### src/rtl/ram_pkg.sv
// Shared constants and types for the 16x8 RAM, its FIFO controller and their benches.
package ram_pkg;

  localparam int unsigned DEF_ADDR_WIDTH = 4;
  localparam int unsigned DEF_DEPTH      = 16;
  localparam int unsigned DEF_DATA_WIDTH = 8;

  typedef logic [DEF_DATA_WIDTH-1:0] data_t;

  typedef enum logic [1:0] {
    BufEmpty,
    BufOne,
    BufTwo
  } buf_state_e;

endpackage

### src/rtl/ram_out_skid.sv
// Two-entry output buffer that catches RAM read data and presents it as a ready/valid head.
module ram_out_skid
  import ram_pkg::*;
#(
  parameter int unsigned DATA_WIDTH = DEF_DATA_WIDTH
) (
  input  logic                  clk,
  input  logic                  rst,
  input  logic                  push,
  input  logic [DATA_WIDTH-1:0] push_data,
  input  logic                  pop,
  output logic                  valid,
  output logic [1:0]            cnt,
  output logic [DATA_WIDTH-1:0] head
);

  buf_state_e            state_q, state_d;
  logic [DATA_WIDTH-1:0] head_q, head_d;
  logic [DATA_WIDTH-1:0] second_q, second_d;

  always_comb begin
    state_d  = state_q;
    head_d   = head_q;
    second_d = second_q;
    unique case (state_q)
      BufEmpty: begin
        if (push) begin
          head_d  = push_data;
          state_d = BufOne;
        end
      end
      BufOne: begin
        case ({push, pop})
          2'b10: begin
            second_d = push_data;
            state_d  = BufTwo;
          end
          2'b01:   state_d = BufEmpty;
          2'b11:   head_d  = push_data;
          default: ;
        endcase
      end
      BufTwo: begin
        if (pop) begin
          head_d = second_q;
          // Push alongside pop keeps the buffer full; the issue rule normally prevents it.
          if (push) second_d = push_data;
          else      state_d  = BufOne;
        end
      end
      default: state_d = BufEmpty;
    endcase
  end

  always_ff @(posedge clk) begin
    if (rst) begin
      state_q  <= BufEmpty;
      head_q   <= '0;
      second_q <= '0;
    end else begin
      state_q  <= state_d;
      head_q   <= head_d;
      second_q <= second_d;
    end
  end

  always_ff @(posedge clk) begin
    if (!rst) begin
      assert (!(state_q == BufTwo && push && !pop))
        else $error("ram_out_skid: push into full output buffer");
    end
  end

  always_comb begin
    cnt = 2'd0;
    unique case (state_q)
      BufOne:  cnt = 2'd1;
      BufTwo:  cnt = 2'd2;
      default: cnt = 2'd0;
    endcase
  end

  assign valid = (state_q != BufEmpty);
  assign head  = head_q;

endmodule

### src/rtl/ram_fifo_ctrl.sv
// FIFO controller using a synchronous RAM as storage, with a 2-entry buffer hiding read latency.
module ram_fifo_ctrl
  import ram_pkg::*;
#(
  parameter int unsigned ADDR_WIDTH = DEF_ADDR_WIDTH,
  parameter int unsigned DEPTH      = DEF_DEPTH,
  parameter int unsigned DATA_WIDTH = DEF_DATA_WIDTH
) (
  input  logic                  clk,
  input  logic                  rst,
  input  logic                  in_valid,
  output logic                  in_ready,
  input  logic [DATA_WIDTH-1:0] in_data,
  output logic                  out_valid,
  input  logic                  out_ready,
  output logic [DATA_WIDTH-1:0] out_data,
  output logic [ADDR_WIDTH+1:0] level,
  output logic                  ram_wr_enb,
  output logic [ADDR_WIDTH-1:0] ram_wr_addr,
  output logic [DATA_WIDTH-1:0] ram_wr_data,
  output logic                  ram_rd_enb,
  output logic [ADDR_WIDTH-1:0] ram_rd_addr,
  input  logic [DATA_WIDTH-1:0] ram_rd_data
);

  localparam logic [ADDR_WIDTH:0] FullCnt = (ADDR_WIDTH + 1)'(DEPTH);

  logic [ADDR_WIDTH:0]   wp_q, rp_q, ram_cnt;
  logic                  rd_pend_q;
  logic                  pop;
  logic [1:0]            buf_cnt;
  logic [2:0]            occ;
  logic [ADDR_WIDTH+1:0] level_q, level_d;

  assign ram_cnt     = wp_q - rp_q;
  assign in_ready    = !rst && (ram_cnt != FullCnt);
  assign ram_wr_enb  = in_valid && in_ready;
  assign ram_wr_addr = wp_q[ADDR_WIDTH-1:0];
  assign ram_wr_data = in_data;

  assign pop = out_valid && out_ready;
  // Occupancy of the buffer counting the read still in flight; a pop this cycle frees a slot.
  assign occ         = {1'b0, buf_cnt} + {2'b00, rd_pend_q};
  assign ram_rd_enb  = !rst && (ram_cnt != '0) && (occ < (3'd2 + {2'b00, pop}));
  assign ram_rd_addr = rp_q[ADDR_WIDTH-1:0];

  // Every entry enters through a write and leaves through a pop, so track the total directly.
  assign level_d = level_q + (ADDR_WIDTH + 2)'(ram_wr_enb) - (ADDR_WIDTH + 2)'(pop);

  always_ff @(posedge clk) begin
    if (rst) begin
      wp_q      <= '0;
      rp_q      <= '0;
      rd_pend_q <= 1'b0;
      level_q   <= '0;
    end else begin
      if (ram_wr_enb) wp_q <= wp_q + 1'b1;
      if (ram_rd_enb) rp_q <= rp_q + 1'b1;
      rd_pend_q <= ram_rd_enb;
      level_q   <= level_d;
    end
  end

  assign level = level_q;

  ram_out_skid #(
    .DATA_WIDTH (DATA_WIDTH)
  ) u_out_skid (
    .clk       (clk),
    .rst       (rst),
    .push      (rd_pend_q),
    .push_data (ram_rd_data),
    .pop       (pop),
    .valid     (out_valid),
    .cnt       (buf_cnt),
    .head      (out_data)
  );

endmodule

### config.mk
export PLATFORM = sky130hd
export DESIGN_NAME = ram_fifo_ctrl
export DESIGN_NICKNAME = d
export VERILOG_FILES = /design/src/rtl/ram_pkg.sv /design/src/rtl/ram_out_skid.sv /design/src/rtl/ram_fifo_ctrl.sv
export SDC_FILE = /design/constraint.sdc
export NUM_CORES = 1
export LEC_CHECK = 0
export BUFFER_PORTS_ARGS = -buffer_cell sky130_fd_sc_hd__clkbuf_2
export CAP_MARGIN = 10
export CORE_AREA = 3 3 67 69
export CTS_BUF_LIST = sky130_fd_sc_hd__clkbuf_8
export DETAILED_ROUTE_END_ITERATION = 10
export DIE_AREA = 0 0 70 72
export GPL_ROUTABILITY_DRIVEN = 0
export PLACE_DENSITY = 0.89
export SYNTH_ARGS = -nofsm -noshare
export SYNTH_HDL_FRONTEND = slang
export SYNTH_HIERARCHICAL = 1
export SYNTH_SLANG_ARGS = --single-unit
### constraint.sdc
create_clock -name clk -period 4.75 [get_ports clk]
set_clock_uncertainty 0.2 [all_clocks]
set_input_delay 0.475 -clock clk [delete_from_list [all_inputs] [get_ports clk]]
set_output_delay 0.475 -clock clk [all_outputs]
set_load 0.01 [all_outputs]
# Yosys cells after proc, flatten, opt, wreduce, memory -nomap -nowiden
# Index checks and enable logic that the tools add are counted.
[op_classes]
add_sub_neg = 7
order_cmp = 1
eq_ne = 13
muxes = 13
n_reduce_logical = 14
[op_table]
columns = ["operator", "n"]
rows = [
  ["8-bit 2-to-1 mux", 5],
  ["8-bit one-hot mux with 3 select lines", 1],
  ["8-bit one-hot mux with 2 select lines", 1],
  ["2-bit inequality test (second input constant)", 6],
  ["4-bit AND reduction", 3],
  ["5-bit by 1-bit adder with 5-bit output (second input constant)", 2],
  ["2-bit one-hot mux with 2 select lines", 2],
  ["6-bit by 1-bit adder with 6-bit output", 1],
  ["2-bit equality test (second input constant)", 3],
  ["2-bit 2-to-1 mux", 3],
  ["2-bit one-hot mux with 3 select lines", 1],
  ["6-bit by 1-bit subtractor with 6-bit output", 1],
  ["1-bit logical AND", 5],
  ["5-bit inequality test (second input constant)", 1],
  ["5-bit nonzero test", 1],
  ["5-bit subtractor", 1],
  ["2-bit by 1-bit equality test with 1-bit output (second input constant)", 2],
  ["2-bit nonzero test", 2],
  ["2-bit by 1-bit adder with 3-bit output", 1],
  ["2-bit by 1-bit adder with 3-bit output (first input constant)", 1],
  ["3-bit less-than comparator", 1],
  ["3-bit inequality test (second input constant)", 1],
  ["3-bit nonzero test", 1],
  ["2-bit logical NOT", 1],
  ["1-bit logical NOT", 1],
]
[totals]
ff_bits = 35
inputBits = 20

# Depth between registers and ports, before layout
[depth]
ltp_word = 6
depth_mapped = 16
depth_no_buf = 16

# By module
# The synthesis kept the hierarchy.
[modules_own_cells]
columns = ["mod", "instances", "cells_each", "area_per_inst_um2", "seq_area_each_um2"]
rows = [
  ["ram_fifo_ctrl", 1, 141, 1244.9, 340.3],
  ["ram_out_skid", 1, 103, 927.1, 360.3],
]

# Least setup slack after synthesis
# OpenSTA, ideal clock, no wires.
[synth_path]
path_kind = "flip-flop to flip-flop"
from = "register rp_q[3]"
to = "register level_q[5] (netlist: level[5])"
setup_ns = 0.128
t_arrival_ns = 3.036
t_required_ns = 4.422
setup_slack_ns = 1.387
stages_incl_launch_ff = 16
cell_sequence = "dfxtp_1 inv_1 ha_1 a21oi_1 a21oi_2 o41ai_4 or2_2 ha_1 inv_1 ha_1 a21o_1 a21oi_1 o21bai_1 a21oi_1 xnor2_1 nor2_1"
[synth_via]
elab_chain_cells = 6
[synth_lines]
columns = ["item", "line_no", "text"]
rows = [
  ["start: declaration", "ram_fifo_ctrl.sv:28", "logic [ADDR_WIDTH:0] wp_q, rp_q, ram_cnt;"],
  ["start signal: assignment", "ram_fifo_ctrl.sv:58", "if (ram_rd_enb) rp_q <= rp_q + 1'b1;"],
  ["5-bit subtractor", "ram_fifo_ctrl.sv:35", "assign ram_cnt = wp_q - rp_q;"],
  ["5-bit inequality test", "ram_fifo_ctrl.sv:36", "assign in_ready = !rst && (ram_cnt != FullCnt);"],
  ["1-bit logical AND", "ram_fifo_ctrl.sv:36", ""],
  ["1-bit logical AND", "ram_fifo_ctrl.sv:37", "assign ram_wr_enb = in_valid && in_ready;"],
  ["6-bit by 1-bit adder with 6-bit output", "ram_fifo_ctrl.sv:48", "assign level_d = level_q + (ADDR_WIDTH + 2)'(ram_wr_enb) - (ADDR_WIDTH + 2)'(pop);"],
  ["6-bit by 1-bit subtractor with 6-bit output", "ram_fifo_ctrl.sv:48", ""],
  ["end signal: assignment", "ram_fifo_ctrl.sv:60", "level_q <= level_d;"],
  ["end: declaration", "ram_fifo_ctrl.sv:33", "logic [ADDR_WIDTH+1:0] level_q, level_d;"],
]
# Every way passes these cells.
# A chain may end at the register's enable or synchronous reset.

# Worst setup path in the final report
# Ends and elaborated chain as after synthesis.

==> run summary <==
The flow ran to the end, and the final reports show no timing, DRC or antenna violations. Synthesis produced a netlist with a net count of 279. For this design, the CTS-stage hold fixing added 0 buffers. Dominant cell type by area after synthesis: sky130_fd_sc_hd__dfxtp_1. The synthesis-stage register bit count works out to 35. In this run the worst path has a maximum fanout of 9. The run gives 47 as the largest net degree at the start of global routing. The floorplan step set the die height to 72 microns.

The die width is 70 microns, and the final number of setup-violating endpoints is 0. The logs give 100 for the iteration-0 DRC count of the detailed router and 0 for the post-detailed-route count of antenna-violating nets. Summed over all cells, the static leakage comes to 0.998 nW. The kind of launch point of the worst setup path is a flop.

Summed over all nets, the half-perimeter wirelength after detailed placement is 3150 microns. For this design, the sink count on the clock tree is 35. The critical path goes through inv_1 -> ha_1 -> a21oi_1 -> a21oi_2 -> o41ai_4 -> or2_2 -> ha_1 -> inv_1 -> ha_1 -> a21o_1 -> a21oi_1 -> o21bai_1 -> a21oi_1 -> xnor2_1 -> nor2_1. Power spread over the standard cell area amounts to 650 nW/um^2.

Post-CTS repair timing setup buffer count: 0. In this run the number of H-tree levels came out at 2. The number of warning messages in the yosys log was 6; the worst slack after detailed placement was 1.03 ns.

For the I/O pin count, the log shows 54. After detailed routing, the average wire length per cell comes to 14.0 microns. Number of buffers added on ports: 37. On the critical path, the stage with the largest delay is an instance of sky130_fd_sc_hd__o41ai_4. The tools report the number of antenna violations at the first check in global routing as 0. The first global-routing pass estimated 7390 microns of wire.

The worst register-to-register path has a depth of 15. Counting flops with a built-in enable in the synthesized netlist gives 0. The repair_antennas step left the layout with diodes totalling 0.

After layout, the worst path uses 79.0% of the clock period. The sum of overflow across all layers after global routing is 0, and the mean number of vias per cell is 5.51. Of the cells placed in the final design, the portion with a size suffix greater than 1 is 24.4%.

Overall power: 1.51 mW. The final-report max-slew violation count came out at 0. The number of global-route vias before repair was 1681.

Signed area change from the synthesized netlist to the final layout: 7.32%. The first detailed-routing pass ran for 4 iterations. The share of synthesized registers carrying an async set or reset was 0%.

Setup repair after global routing left no endpoint under its margin. Count of maximum capacitance violations: 0. For the worst-skew pair, the clock arrives at the later sink with an insertion delay of 0.28 ns.

Global routing used 17.8% of the available tracks. The clock buffer count from CTS was 5. By startpoint and endpoint, the worst setup path is classified as flop to flop.

In this run the tightest slew margin relative to its limit is 23.9%. For this run, the post-layout net count is 296. After routing, the total negative slack on setup checks comes to 0 ns. The arrival time at the worst endpoint was 3.71 ns. The post-route DRC violation count is 0. Timing would allow up to 267 MHz. IR analysis of the VDD net gives a maximum drop of 0.346 mV.

After clock tree synthesis, the clock-pin slew on the worst setup and hold paths is 0.07 ns. The post-route cell area was 2330 sq um; the top cell type's share of synthesized area was 32.3%. The worst path needs 3.75 ns of the cycle, external delays included.

The number of buffers and inverters on the critical path is 2. For the sequential cell area fraction in the yosys report, the log shows 32.3%. The starting utilization of the core area was 54.7%. The worst hold slack is 0.246 ns. Yosys attributes the largest share of cell area to sky130_fd_sc_hd__dfxtp_1 (32%), sky130_fd_sc_hd__ha_1 (8.1%), sky130_fd_sc_hd__buf_4 (5.9%).

The tree is rooted in a sky130_fd_sc_hd__clkbuf_8. After synthesis the cells add up to 2170 sq um. Among cell families on the critical path, the largest total delay comes from compound AO/OA/AOI/OAI gates. The worst hold path passes through 3 cells. The finished layout holds 312 standard cells, fillers aside. The tools report the maximum number of buffers from clock root to sink as 2.

Summed over all layers, the routed wires come to 4350 microns. The most used flip-flop cell after synthesis is sky130_fd_sc_hd__dfxtp_1. The sort of element at the end of the critical path is a flop. The average instance in the mapped netlist occupies 8.90 sq um.

Measured on the finished design, the core utilization comes to 58.7%. STA puts the critical path data required time at 4.71 ns. The pin slew with the least headroom to its limit is 1.14 ns. TritonCTS built the clock tree. Once routing completed, OpenROAD measured the worst setup slack at 0.998 ns. The tools report the instance count after placement with tap cells included as 304. After floorplanning, the core was sized to cover 3970 sq um. The netlist uses 53 different library cells. For the number of standard-cell rows in the floorplan, the log shows 23. The path class of the tightest hold or removal check is input pin to flop. Once placement finished, the instance area stood at 2250 sq um. The area of the die is 5040 sq um, and the total stage count of the critical path is 15. The tools report the post-synthesis instance total as 244. The longest individual stage delay on the worst path came out at 0.59 ns.

The number of instances resized during post-cts repair came out at 0. The tools report the number of hold violations in the final report as 0. The detailed router placed 1719 vias in this run.
-- worst register-to-register path: cells and delay by family (launching register included) --
family	cells	cell delay [ns]
DFF	1	0.39
xor gates and xnor gates	1	0.14
adders and majority gates	3	0.75
AOI/OAI and AO/OA	7	1.75
buffers and inverters	2	0.13
and+or+nand+nor	2	0.27
-- cell type report --
| class | instances | area, sq um |
|---|---|---|
| repair buffers | 38 | 193 |
| inverters | 16 | 60.1 |
| clock inverters | 3 | 15.0 |
| clock buffers | 5 | 68.8 |
| flip-flops and latches | 35 | 701 |
| fillers | 373 | 1640 |
| well taps | 50 | 62.6 |
| multi-input cells | 165 | 1230 |
-- placed cells by master (no fill, tap or decap), types with 2 or more instances in the layout --
| master | instances |
|---|---|
| sky130_fd_sc_hd__inv_1 | 15 |
| sky130_fd_sc_hd__a211oi_1 | 8 |
| sky130_fd_sc_hd__clkinv_2 | 3 |
| sky130_fd_sc_hd__nand2b_1 | 19 |
| sky130_fd_sc_hd__ha_1 | 14 |
| sky130_fd_sc_hd__o31ai_1 | 3 |
| sky130_fd_sc_hd__a21oi_1 | 14 |
| sky130_fd_sc_hd__or4_1 | 3 |
| sky130_fd_sc_hd__nor3_1 | 2 |
| sky130_fd_sc_hd__nor2_1 | 13 |
| sky130_fd_sc_hd__or3_1 | 3 |
| sky130_fd_sc_hd__o21ai_0 | 4 |
| sky130_fd_sc_hd__xor2_1 | 3 |
| sky130_fd_sc_hd__mux2i_1 | 9 |
| sky130_fd_sc_hd__a311oi_1 | 8 |
| sky130_fd_sc_hd__nand3_1 | 6 |
| sky130_fd_sc_hd__o21ba_2 | 2 |
| sky130_fd_sc_hd__nor2b_1 | 3 |
| sky130_fd_sc_hd__clkbuf_8 | 5 |
| sky130_fd_sc_hd__nand2_1 | 17 |
| sky130_fd_sc_hd__dfxtp_1 | 35 |
| sky130_fd_sc_hd__or2_2 | 2 |
| sky130_fd_sc_hd__xnor2_1 | 5 |
| sky130_fd_sc_hd__clkbuf_2 | 37 |
| sky130_fd_sc_hd__nand3b_1 | 2 |
-- registers in the layout (all words and copies together), names as in the netlist --
signal               cells
level                    6
rd_pend_q                1
rp_q                     5
u_out_skid/head          8
u_out_skid/second_q      8
u_out_skid/state_q       2
wp_q                     5
-- final timing paths --
check | endpoint | slack (ns) | from
max | level[5] | 1.0 | rp_q[3]
min | u_out_skid/second_q[4] | 0.25 | ram_rd_data[4]
max reg2reg | level[5] | 1.0 | rp_q[3]
min reg2reg | u_out_skid/second_q[1] | 0.28 | u_out_skid/second_q[1]
-- logic make-up after synthesis --
kind of cell,after synthesis,synth area share (%)
flops,35,32.3
buf+inv,44,11.1
simple gates,80,20.4
compound gates,51,18.4
fa+ha+maj,15,8.99
mux,10,4.84
xor+xnor,9,3.97
-- Yosys cell counts, types with 2 or more instances --
library cell	n
sky130_fd_sc_hd__a21oi_1	14
sky130_fd_sc_hd__xnor2_1	5
sky130_fd_sc_hd__nand2_1	17
sky130_fd_sc_hd__buf_4	17
sky130_fd_sc_hd__or2_2	2
sky130_fd_sc_hd__nand3_1	6
sky130_fd_sc_hd__nor3_1	2
sky130_fd_sc_hd__nand3b_1	2
sky130_fd_sc_hd__nand2b_1	19
sky130_fd_sc_hd__a211oi_1	8
sky130_fd_sc_hd__or3_1	3
sky130_fd_sc_hd__inv_1	15
sky130_fd_sc_hd__a311oi_1	8
sky130_fd_sc_hd__xor2_1	3
sky130_fd_sc_hd__clkbuf_2	2
sky130_fd_sc_hd__o21ai_0	4
sky130_fd_sc_hd__clkbuf_1	7
sky130_fd_sc_hd__o21ba_2	2
sky130_fd_sc_hd__o31ai_1	3
sky130_fd_sc_hd__or4_1	3
sky130_fd_sc_hd__dfxtp_1	35
sky130_fd_sc_hd__mux2i_1	9
sky130_fd_sc_hd__ha_1	14
sky130_fd_sc_hd__nor2b_1	3
sky130_fd_sc_hd__nor2_1	13
-- layer usage --
layer  routed length [microns]  global-route usage, %  part of all wire (%)  vias to the layer above
li1                          -                      -                     -                      869
met1                      1920                   20.8                    44                      804
met2                      2150                   30.5                    49                       36
met3                       199                   4.71                   4.6                       10
met4                        89                   8.72                   2.0                        0
met5                         0                      0                     0                        -
-- report_power, final --
| part | leakage (nW) | switching (mW) | internal (mW) | total [mW] |
|---|---|---|---|---|
| clock network | 0.0477 | 0.104 | 0.100 | 0.204 |
| registers | 0.287 | 0.0803 | 0.389 | 0.470 |
| logic | 0.663 | 0.460 | 0.381 | 0.841 |
| total | 0.998 | 0.644 | 0.871 | 1.51 |
(Power assumes the default switching activity.)
